`config.mk`:
```
export PLATFORM = sky130hd
export DESIGN_NAME = simple_processor_param
export DESIGN_NICKNAME = d
export VERILOG_FILES = /design/src/rtl/simple_processor_param.sv
export SDC_FILE = /design/constraint.sdc
export NUM_CORES = 1
export LEC_CHECK = 0
export CORE_UTILIZATION = 56
export CTS_CLUSTER_SIZE = 40
export DETAILED_ROUTE_END_ITERATION = 6
export GPL_TIMING_DRIVEN = 0
export PLACE_DENSITY = 0.85
export SLEW_MARGIN = 20
export SYNTH_ARGS = -nofsm -noshare
export SYNTH_HDL_FRONTEND = slang
export SYNTH_SLANG_ARGS = --single-unit
```
`constraint.sdc`:
```
create_clock -name clk_50MHz -period 3.21 [get_ports clk_50MHz]
set_input_delay 0.321 -clock clk_50MHz [delete_from_list [all_inputs] [get_ports clk_50MHz]]
set_output_delay 0.321 -clock clk_50MHz [all_outputs]
set_load 0.01 [all_outputs]
```
`src/rtl/simple_processor_param.sv`:
```
// simple_processor_param: multi-cycle eight-register CPU with a parameterised datapath.
// Executes one 16-bit instruction per accepted run request. The ALU supports add, sub,
// and, or and xor. Move instructions take 2 cycles and ALU instructions take 4.
module simple_processor_param #(
    parameter int DATA_WIDTH = 16
) (
    input  logic                  clk_50MHz,
    input  logic                  reset,
    input  logic                  run,
    input  logic [15:0]           DIN,
    output logic                  done,
    output logic                  busy,
    output logic                  illegal,
    output logic                  flag_z,
    output logic                  flag_n,
    output logic                  flag_c,
    input  logic [2:0]            dbg_sel,
    output logic [DATA_WIDTH-1:0] dbg_data
);
    localparam int W = DATA_WIDTH;

    localparam logic [2:0] OP_MV  = 3'd0;
    localparam logic [2:0] OP_MVT = 3'd1;
    localparam logic [2:0] OP_ADD = 3'd2;
    localparam logic [2:0] OP_SUB = 3'd3;
    localparam logic [2:0] OP_AND = 3'd4;
    localparam logic [2:0] OP_OR  = 3'd5;
    localparam logic [2:0] OP_XOR = 3'd6;
    localparam logic [2:0] OP_ILL = 3'd7;

    typedef enum logic [1:0] {IDLE, T1, T2, T3} state_t;

    // Field view of the instruction word; imm[2:0] doubles as register Y when M=0.
    typedef struct packed {
        logic [2:0] op;
        logic       m;
        logic [2:0] x;
        logic [8:0] imm;
    } instr_t;

    state_t              state, state_nx;
    instr_t              ir;
    logic [7:0][W-1:0]   r;
    logic [W-1:0]        a, b, g;
    logic                z_pend, n_pend, c_pend;

    logic                ir_ld, ab_ld, g_ld, wr_en, flags_wr, done_nx, ill_nx;
    logic [W-1:0]        wr_data, op2, mvt_val, alu_res, b_eff;
    logic [W:0]          sum;
    logic                alu_c, is_sub;

    // Second operand: sign-extended immediate or register Y.
    assign op2      = ir.m ? {{(W-9){ir.imm[8]}}, ir.imm} : r[ir.imm[2:0]];
    assign mvt_val  = {ir.imm[7:0], {(W-8){1'b0}}};
    assign busy     = (state != IDLE);
    assign dbg_data = r[dbg_sel];

    // ALU: subtraction reuses the adder as A + ~B + 1 so carry means "no borrow".
    always_comb begin
        is_sub  = (ir.op == OP_SUB);
        b_eff   = is_sub ? ~b : b;
        sum     = {1'b0, a} + {1'b0, b_eff} + {{W{1'b0}}, is_sub};
        alu_res = sum[W-1:0];
        alu_c   = 1'b0;
        case (ir.op)
            OP_ADD, OP_SUB: begin alu_res = sum[W-1:0]; alu_c = sum[W]; end
            OP_AND:         alu_res = a & b;
            OP_OR:          alu_res = a | b;
            OP_XOR:         alu_res = a ^ b;
            default:        alu_res = sum[W-1:0];
        endcase
    end

    // State register; reset wins over everything, including a pending run.
    always_ff @(posedge clk_50MHz) begin
        if (reset) state <= IDLE;
        else       state <= state_nx;
    end

    // Next-state and per-state datapath controls.
    always_comb begin
        state_nx = state;
        ir_ld    = 1'b0;
        ab_ld    = 1'b0;
        g_ld     = 1'b0;
        wr_en    = 1'b0;
        wr_data  = '0;
        flags_wr = 1'b0;
        done_nx  = 1'b0;
        ill_nx   = 1'b0;
        case (state)
            IDLE: if (run) begin ir_ld = 1'b1; state_nx = T1; end
            T1: begin
                case (ir.op)
                    OP_MV:  begin wr_en = 1'b1; wr_data = op2;     done_nx = 1'b1; state_nx = IDLE; end
                    OP_MVT: begin wr_en = 1'b1; wr_data = mvt_val; done_nx = 1'b1; state_nx = IDLE; end
                    OP_ILL: begin done_nx = 1'b1; ill_nx = 1'b1; state_nx = IDLE; end
                    default: begin ab_ld = 1'b1; state_nx = T2; end
                endcase
            end
            T2: begin g_ld = 1'b1; state_nx = T3; end
            T3: begin
                wr_en    = 1'b1;
                wr_data  = g;
                flags_wr = 1'b1;
                done_nx  = 1'b1;
                state_nx = IDLE;
            end
            default: state_nx = IDLE;
        endcase
    end

    // Datapath registers: flags are computed with G and only become visible with done.
    always_ff @(posedge clk_50MHz) begin
        if (reset) begin
            ir      <= '0;
            r       <= '0;
            a       <= '0;
            b       <= '0;
            g       <= '0;
            z_pend  <= 1'b0;
            n_pend  <= 1'b0;
            c_pend  <= 1'b0;
            flag_z  <= 1'b0;
            flag_n  <= 1'b0;
            flag_c  <= 1'b0;
            done    <= 1'b0;
            illegal <= 1'b0;
        end else begin
            if (ir_ld) ir <= instr_t'(DIN);
            if (ab_ld) begin
                a <= r[ir.x];
                b <= op2;
            end
            if (g_ld) begin
                g      <= alu_res;
                z_pend <= (alu_res == '0);
                n_pend <= alu_res[W-1];
                c_pend <= alu_c;
            end
            if (wr_en) r[ir.x] <= wr_data;
            if (flags_wr) begin
                flag_z <= z_pend;
                flag_n <= n_pend;
                flag_c <= c_pend;
            end
            done    <= done_nx;
            illegal <= ill_nx;
        end
    end
endmodule

```
# ---- Yosys cells after proc, flatten, opt, wreduce, memory -nomap -nowiden
# Index checks and enable logic that the tools add are counted.
dict set report word_totals {
  register_bits 202
  latchBits 0
  ramBits 0
  rom_bits 0
  inputBits 22
  out_inout_bits 22
  elab_cells 84
  n_memories 0
}
dict set report classes {
  addsub 2
  multipliers 0
  div_mod_pow 0
  magnitude_cmp 4
  eq_ne 11
  shifts 0
  mux 29
  n_bitwise 5
  reduce_logical 9
}
# op n
set op_table {}
lappend op_table {{binary-select mux 16 bit (select 3 bit)} 3}
lappend op_table {{bitwise mux 128 bit} 1}
lappend op_table {{two-way mux 16 bit} 6}
lappend op_table {{one-hot mux 16 bit (2 select lines)} 2}
lappend op_table {{demux 16 bit (select 3 bit)} 1}
lappend op_table {{one-hot mux 16 bit (3 select lines)} 1}
lappend op_table {{adder 16 x 16 -> 17 bit} 1}
lappend op_table {{adder 17 x 1 -> 17 bit} 1}
lappend op_table {{AND 16 bit} 1}
lappend op_table {{logical NOT 16 bit} 1}
lappend op_table {{inverter 16 bit} 1}
lappend op_table {{OR 16 bit} 1}
lappend op_table {{bitwise XOR 16 bit} 1}
lappend op_table {{== test 3 bit, second input constant} 4}
lappend op_table {{< comparator 3 x 4 -> 1 bit, second input constant} 3}
lappend op_table {{two-way mux 1 bit} 10}
lappend op_table {{one-hot mux 2 bit (4 select lines)} 1}
lappend op_table {{== test 3 x 2 -> 1 bit, second input constant} 2}
lappend op_table {{OR reduction 2 bit} 3}
lappend op_table {{== test 2 bit, second input constant} 2}
lappend op_table {{two-way mux 2 bit} 2}
lappend op_table {{one-hot mux 1 bit (2 select lines)} 2}
lappend op_table {{== test 3 x 1 -> 1 bit, second input constant} 1}
lappend op_table {{>= comparator 3 x 1 -> 1 bit, second input constant} 1}
lappend op_table {{8 further kinds} 8}

# ---- Logic depth before layout (Yosys ltp)
# Gate-level depths: netlist (run 1).
dict set report depth {
  ltp_word 6
  depth_mapped 14
  depth_no_buf 13
}

# ---- Worst setup path after synthesis (run 1)
# No wires, ideal clock.
dict set report synth_timing {
  path_type {register -> register}
  start {register ir[14] (netlist bit)}
  end {register z_pend}
  setup_ps 84
  t_arrival_ps 3027
  required_time_ps 3126
  slack_ps 99
  stages_incl_launch_ff 15
  path_buffers 2
  synth_period_minus_slack_ps 3111
  path_cell_list {dfxtp_1 -> nand3b_1 -> buf_4 -> buf_1 -> xnor2_1 -> ha_1 -> nor2b_1 -> o211a_1 -> o21a_1 -> or4_1 -> nand3_1 -> nand4_1 -> nor4_2 -> nand4_1 -> o31ai_2}
}
dict set report synth_via {
  elab_chain_len 6
  word_cells_on_any_way 9
  classes_between {add/sub (2); eq/ne (4); mux (2); reduce/logical (1)}
}
# item line_no
set synth_lines {}
lappend synth_lines {{start: declaration} 42} ;# instr_t ir;
lappend synth_lines {{start signal: assignment} 130} ;# if (ir_ld) ir <= instr_t'(DIN);
lappend synth_lines {{== test 3 x 2 -> 1 bit} 60} ;# is_sub = (ir.op == OP_SUB);
lappend synth_lines {{two-way mux 16 bit} 61} ;# b_eff = is_sub ? ~b : b;
lappend synth_lines {{adder 16 x 16 -> 17 bit} 62} ;# sum = {1'b0, a} + {1'b0, b_eff} + {{W{1'b0}}, is_sub};
lappend synth_lines {{adder 17 x 1 -> 17 bit} 62}
lappend synth_lines {{one-hot mux 16 bit (3 select lines) (*)} 65} ;# case (ir.op)
lappend synth_lines {{logical NOT 16 bit (*)} 137} ;# z_pend <= (alu_res == '0);
lappend synth_lines {{end signal: assignment} 137}
lappend synth_lines {{end: declaration} 45} ;# logic z_pend, n_pend, c_pend;
# Every way passes the cells marked *; elsewhere a longest branch is shown, timed or not.
# A chain may end at the register's enable or synchronous reset.

# ---- Worst setup path after layout (run 1)
dict set report layout_timing {
  start {register ir[15] (netlist bit)}
  end {register z_pend}
}
# The elaborated chain is that of the path after synthesis.

==> results of run 1 <==
cell usage after synthesis (all sizes together) (2+ instances only):
master  number  share of area, %
a211oi     170                11
a21o         5              0.31
a21oi       76               3.5
a221oi       3              0.27
a22oi       19               1.3
a31oi        6              0.31
and2         3              0.16
buf         40               1.7
clkbuf      77               2.4
dfxtp      201                33
ha          50               5.2
inv         43               1.3
mux2        31               2.9
mux2i       36               3.0
mux4        81                15
nand2      115               3.6
nand2b       5              0.26
nand3        6              0.25
nand3b       2              0.12
nand4        5              0.26
nor2       203               6.3
nor2b       18              0.93
nor3        11              0.45
nor3b        4              0.25
o211ai       5              0.39
o21a         5              0.32
o21ai       34               1.4
o22ai       12              0.62
o31a         2              0.14
o31ai        2              0.17
or2          2              0.10
or3          2              0.10
or4          2              0.12
xnor2       24               1.7
layout make-up:
cell class / count / area share, %
Buffer: 117 / 3.857
Clock buffer: 29 / 4.586
Clock inverter: 10 / 1.097
Inverter: 43 / 1.160
Multi-Input combinational cell: 955 / 54.32
Sequential cell: 201 / 28.98
Tap cell: 275 / 2.473
Timing Repair Buffer: 52 / 3.525
power by group:
group / switching, W / internal, W / leakage [nW]
Clock: 0.00107 / 0.00172 / 0.391
Combinational: 0.000515 / 0.000311 / 2.65
Sequential: 0.0000644 / 0.00255 / 1.63
Total: 0.00165 / 0.00458 / 4.67
worst paths after layout:
check        startpoint      to  slack (ps)  depth (start not counted)
min              DIN[9]   ir[9]         360                          3
max              ir[15]  z_pend         -40                         14
max reg2reg      ir[15]  z_pend         -40                         14
min reg2reg      flag_c  flag_c         450                          2
sequential cells by signal, indices dropped and copies added (netlist names), 16 cells and up, named ones only:
register  count
ir           16
g            16
r           128
b            16
a            16
cell families after synthesis:
logic type	Yosys count	share of synthesized area [%]
mux	148	20.93
xor+xnor	25	1.809
flops	201	33.25
buf+inv	160	5.417
compound gates	347	19.89
fa+ha+maj	51	5.334
simple gates	384	13.37
routing by layer:
metal	global-route usage (%)	vias up	routed length, um
met5	0	-	0
met4	19.80	0	2481
met3	7.951	187	4903
met2	60.02	887	18620
met1	46.47	5458	14950
li1	-	4966	-
stage by stage:
stage	instances	total power [W]	util, %	setup TNS [ps]
after global placement	1631	0.003417	60.92	-3323
after detailed placement	1631	0.003440	60.92	-4588
final	1682	0.006235	65.99	-35.72
after global routing	1682	0.006368	65.99	-216.6
after floorplan	1316	0.003183	-	0
after CTS	1670	0.006166	64.89	-35.26
timing repair:
action	4_1_cts	5_1_grt
pin swaps	0	12
setup endpoints to repair	28	11
gates cloned	0	0
hold endpoints to repair	0	0
buffers inserted	0	12
hold buffers	0	0
gates resized for setup	14	26
tightest hold or removal path: stages:
cell and delay (ps):
clkdlybuf4s50_1 400, nand2_1 60, a21oi_1 50
==> flow_metrics.env, run 1 <==
export IMPL_status="finished with violations"
export IMPL_violations="negative setup slack"
export IMPL_min_period_ps=3246
export IMPL_syn_area_per_cell_um2=9.197
export IMPL_dr_pass1_iters=6
export IMPL_first_iter_violations=1501
export IMPL_cp_num_buf_inv=3
export IMPL_finalWirelength_um=40960
export IMPL_vias=11500
export IMPL_fin_area_mm2=0.01392
export IMPL_htreeDepth=1
export IMPL_clock_sinks=201
export IMPL_crit_path_max_incr_delay_ps=360
export IMPL_critical_path_top_delay_family="compound AO/OA/AOI/OAI gates"
export IMPL_finalHoldViolations=0
export IMPL_ios=44
export IMPL_die_h_um=149.0
export IMPL_drv_cap=0
export IMPL_synthDistinctLibCells=63
export IMPL_layout_commonest_cell="nor2_1"
export IMPL_worstPathArrival_ps=3670
export IMPL_multi_input_area_mm2=0.007560
export IMPL_synth_async_reset_ratio_pct=0
export IMPL_viasPerCell=6.836
export IMPL_rsz0062_at_grt="yes"
export IMPL_ys_warn_count=0
export IMPL_fin_skew_ps=25.39
export IMPL_nets=1465
export IMPL_layout_common_cells="nor2_1, dfxtp_1, a211oi_1"
export IMPL_grt_use_total_pct=37.13
export IMPL_crit_fanout=8
export IMPL_clk_pin_slew_worst_paths_ps=60
export IMPL_worstHoldPathType="primary input to flip-flop"
export IMPL_ys_dominant_reg_cell="dfxtp_1"
export IMPL_hold_ws_ps=355.1
export IMPL_start_util_pct=57.39
export IMPL_ys_seq_area_share_pct=33.25
export IMPL_power_density_mw_per_mm2=448.1
export IMPL_cts_made_buffers=22
export IMPL_grt_overflow_total=0
export IMPL_num_rows=53
export IMPL_setup_viol=1
export IMPL_crit_path_end_kind="flip-flop"
export IMPL_cts_buffer_depth=3
export IMPL_peakVddDrop_mv=0.5333
export IMPL_core_area_mm2=0.02109
export IMPL_grt_antenna_before_repair=0
export IMPL_drc_errors=0
export IMPL_fin_crit_sh_pct=101.1
export IMPL_port_buffers=40
export IMPL_die_area_mm2=0.02220
export IMPL_cts_root_buf="clkbuf_16"
export IMPL_path_cells="nand3b_1 -> buf_6 -> buf_12 -> xnor2_4 -> buf_4 -> ha_1 -> a21oi_1 -> o211ai_2 -> a21o_1 -> xnor2_1 -> a22oi_1 -> nor4_4 -> nand4_1 -> o31ai_2"
export IMPL_fillers=1668
export IMPL_synth_nets=1389
export IMPL_diodes=0
export IMPL_syn_cell_area_mm2=0.01210
export IMPL_clk_latency_ps=520
export IMPL_slew_viol_final=0
export IMPL_critPathRequiredTime_ps=3630
export IMPL_fin_ws_ps=-35.72
export IMPL_grt_pass1_wl_um=62830
export IMPL_syn2layout_area_growth_pct=14.98
export IMPL_dp_slack_ps=-679.2
export IMPL_routabilityCongestion=1.015
export IMPL_layout_drive_gt1_share_pct=16.70
export IMPL_grt_pass1_vias=11140
export IMPL_routedWlPerCell_um=24.35
export IMPL_dp_hpwl_um=30150
export IMPL_ys_ff_latch=201
export IMPL_syn_inst=1316
export IMPL_grt_max_degree=14
export IMPL_worstMarginPinSlew_ps=1114
export IMPL_drtAntennaViolNets=0
export IMPL_placed_area_mm2=0.01285
export IMPL_slew_headroom_pct=25.71
export IMPL_p_leak_nw=4.671
export IMPL_dieWidth_um=149.0
export IMPL_tritoncts="yes"
export IMPL_synth_edff_count=0
export IMPL_max_freq_mhz=308.1
export IMPL_path_class="flip-flop to flip-flop"
export IMPL_start_kind="flip-flop"
export IMPL_cp_slowest_cell="nor4_4"
export IMPL_regArea_mm2=0.004033
Power figures use the tool's default switching activity.
==> run 2: changes to the inputs <==
--- a/config.mk
+++ b/config.mk
@@ -5,11 +5,12 @@
 export SDC_FILE = /design/constraint.sdc
 export NUM_CORES = 1
 export LEC_CHECK = 0
-export CORE_UTILIZATION = 56
+export CORE_UTILIZATION = 58
+export CTS_BUF_LIST = sky130_fd_sc_hd__clkbuf_8
 export CTS_CLUSTER_SIZE = 40
 export DETAILED_ROUTE_END_ITERATION = 6
 export GPL_TIMING_DRIVEN = 0
-export PLACE_DENSITY = 0.85
+export PLACE_DENSITY = 0.87
 export SLEW_MARGIN = 20
 export SYNTH_ARGS = -nofsm -noshare
 export SYNTH_HDL_FRONTEND = slang
==> run 2 against run 1 <==
The flow still finishes with violations (negative setup slack). Largest cell class unchanged. Combinational power shrank 2%. Routed wire length shrank 0.79%. Largest power group is now registers. Via count shrank 0.34%. Global-route usage grew 0.98 points.
==> flow_metrics.env, run 2 (synthesis results as in run 1) <==
export IMPL_routedWlPerCell_um=24.09
export IMPL_vias=11460
export IMPL_drtAntennaViolNets=0
export IMPL_htreeDepth=2
export IMPL_status="finished with violations"
export IMPL_die_area_mm2=0.02145
export IMPL_dp_hpwl_um=30180
export IMPL_power_density_mw_per_mm2=429.1
export IMPL_crit_cells=14
export IMPL_critical_path_top_delay_family="simple AND/OR/NAND/NOR gates"
export IMPL_met3_usage_pct=10.16
export IMPL_path_cells="nand3b_1 -> buf_6 -> buf_8 -> xnor2_4 -> ha_4 -> nor2b_1 -> o211a_1 -> o21a_1 -> or4_1 -> nand3_2 -> nand4_1 -> nor4_2 -> nand4_1 -> o31ai_2"
export IMPL_dr_pass1_iters=5
export IMPL_cp_num_buf_inv=2
export IMPL_grt_overflow_total=0
export IMPL_fin_skew_ps=32.81
export IMPL_cp_slowest_cell="or4_1"
export IMPL_busiest_layer="met2"
export IMPL_p_leak_nw=4.624
export IMPL_nets=1468
export IMPL_grt_max_degree=11
export IMPL_syn2layout_area_growth_pct=13.20
export IMPL_clk_pin_slew_worst_paths_ps=70
export IMPL_drc_errors=0
export IMPL_grt_antenna_before_repair=0
export IMPL_worstReg2RegStart="ir[15]"
export IMPL_viasPerCell=6.793
export IMPL_grt_pass1_wl_um=62970
export IMPL_rsz0062_at_grt="yes"
export IMPL_first_iter_violations=1608
export IMPL_dieWidth_um=146.5
export IMPL_fin_cells=1687
export IMPL_crit_path_end_kind="flip-flop"
export IMPL_drv_cap=0
export IMPL_startpoint="ir[15]"
export IMPL_critPathRequiredTime_ps=3670
export IMPL_tritoncts="yes"
export IMPL_start_util_pct=59.43
export IMPL_worstHoldPathType="primary input to flip-flop"
export IMPL_met1_usage_pct=46.58
export IMPL_numPlacedInstances=1626
export IMPL_ios=44
export IMPL_slew_headroom_pct=33.10
export IMPL_finalWirelength_um=40640
export IMPL_top_register="r"
export IMPL_cts_made_buffers=35
export IMPL_peakVddDrop_mv=0.3322
export IMPL_worstPathArrival_ps=3730
export IMPL_fillers=1583
export IMPL_crit_fanout=10
export IMPL_use_met2_pct=59.64
export IMPL_worstMarginPinSlew_ps=1004
export IMPL_r2r_end="z_pend"
export IMPL_grt_pass1_vias=11250
export IMPL_violations="negative setup slack"
export IMPL_cts_root_buf="clkbuf_8"
export IMPL_fin_crit_sh_pct=102.0
export IMPL_layout_drive_gt1_share_pct=16.58
export IMPL_clock_sinks=201
export IMPL_fin_ws_ps=-64.17
export IMPL_endpoint="z_pend"
export IMPL_cts_buffer_depth=3
export IMPL_layout_commonest_cell="nor2_1"
export IMPL_start_kind="flip-flop"
export IMPL_routabilityCongestion=0.9857
export IMPL_core_area_mm2=0.02036
export IMPL_port_buffers=40
export IMPL_finalHoldViolations=0
export IMPL_rrSetupSlack_ps=-60
export IMPL_cts_hold_buf=0
export IMPL_largest_reg_flops=128
export IMPL_clk_latency_ps=540
export IMPL_dp_slack_ps=-735.3
export IMPL_layout_common_cells="nor2_1, dfxtp_1, a211oi_1"
export IMPL_crit_path_frequent_cell="nand4_1"
export IMPL_max_freq_mhz=305.4
export IMPL_min_period_ps=3274
export IMPL_num_rows=52
export IMPL_setup_viol=1
export IMPL_crit_path_max_incr_delay_ps=430
export IMPL_worst_r2r_cell_count=14
export IMPL_slew_viol_final=0
export IMPL_diodes=0
export IMPL_path_class="flip-flop to flip-flop"
export IMPL_grt_use_total_pct=38.12
export IMPL_die_h_um=146.5
==> run 2: cell count changes in the layout (fill, tap and decap cells not counted), moves of 6 or more <==
cell | before | now
inv_1 | 43 | 49
clkbuf_16 | 23 | 0
clkbuf_8 | 4 | 42
buf_4 | 14 | 4
==> run 2: cell type report <==
class / instances / area [um^2] / share of cell area [%]
inverter: 43 / 161.4 / 1.178
tap: 270 / 337.8 / 2.466
clock buffer: 42 / 578.1 / 4.219
timing repair buffer: 42 / 415.4 / 3.032
sequential: 201 / 4029 / 29.41
multi-input combinational: 955 / 7526 / 54.93
clock inverter: 17 / 133.9 / 0.9772
buffer: 117 / 519.2 / 3.790
==> run 2: how the worst min path moves through the flow <==
stage                     endpoint    start  cells after the start  slack [ps]
final                        ir[7]   DIN[7]                      3         330
after global routing         ir[7]   DIN[7]                      3         350
after detailed placement     g[15]    g[15]                      2         450
after floorplan             c_pend   c_pend                      2         420
after global placement       g[15]    g[15]                      2         440
after CTS                   ir[15]  DIN[15]                      3         340
==> run 2: timing repair <==
item	4_1_cts	5_1_grt
pin swaps	0	3
endpoints found under the hold margin	0	0
gates resized for setup	12	19
endpoints found under the setup margin	22	19
gates cloned	0	0
setup buffers	0	2
==> run 2: per-layer routing <==
metal | share of wire (%) | wire length (um)
met5 | 0 | 0
met4 | 6.4 | 2605
met3 | 13 | 5089
met2 | 45 | 18220
met1 | 36 | 14720
==> run 2: report_power, final <==
part / total (W) / internal [W] / switching, W
Sequential: 0.00262 / 0.00256 / 0.0000650
Clock: 0.00245 / 0.00135 / 0.00109
Combinational: 0.000813 / 0.000304 / 0.000508
==> run 2: worst reg2reg max path, delay by kind of cell (launching register included) <==
family	cells	cell delay [ps]
and+or+nand+nor	7	1400
AOI/OAI and AO/OA	3	650
DFF	1	380
buffers and inverters	2	380
adders and majority gates	1	230
xor gates and xnor gates	1	150
==> run 2: stage by stage <==
stage	power (W)	utilization [%]	setup TNS (ps)	hold slack, ps	area [um^2]
floorplan	0.003183	-	0	424.9	12100
global route	0.006034	67.28	-146.5	354.0	13700
CTS	0.005824	66.76	-10.19	335.2	13600
global placement	0.003416	63.06	-2546	442.9	12840
detailed placement	0.003439	63.06	-3700	446.5	12840
finish	0.005879	67.28	-64.17	333.5	13700
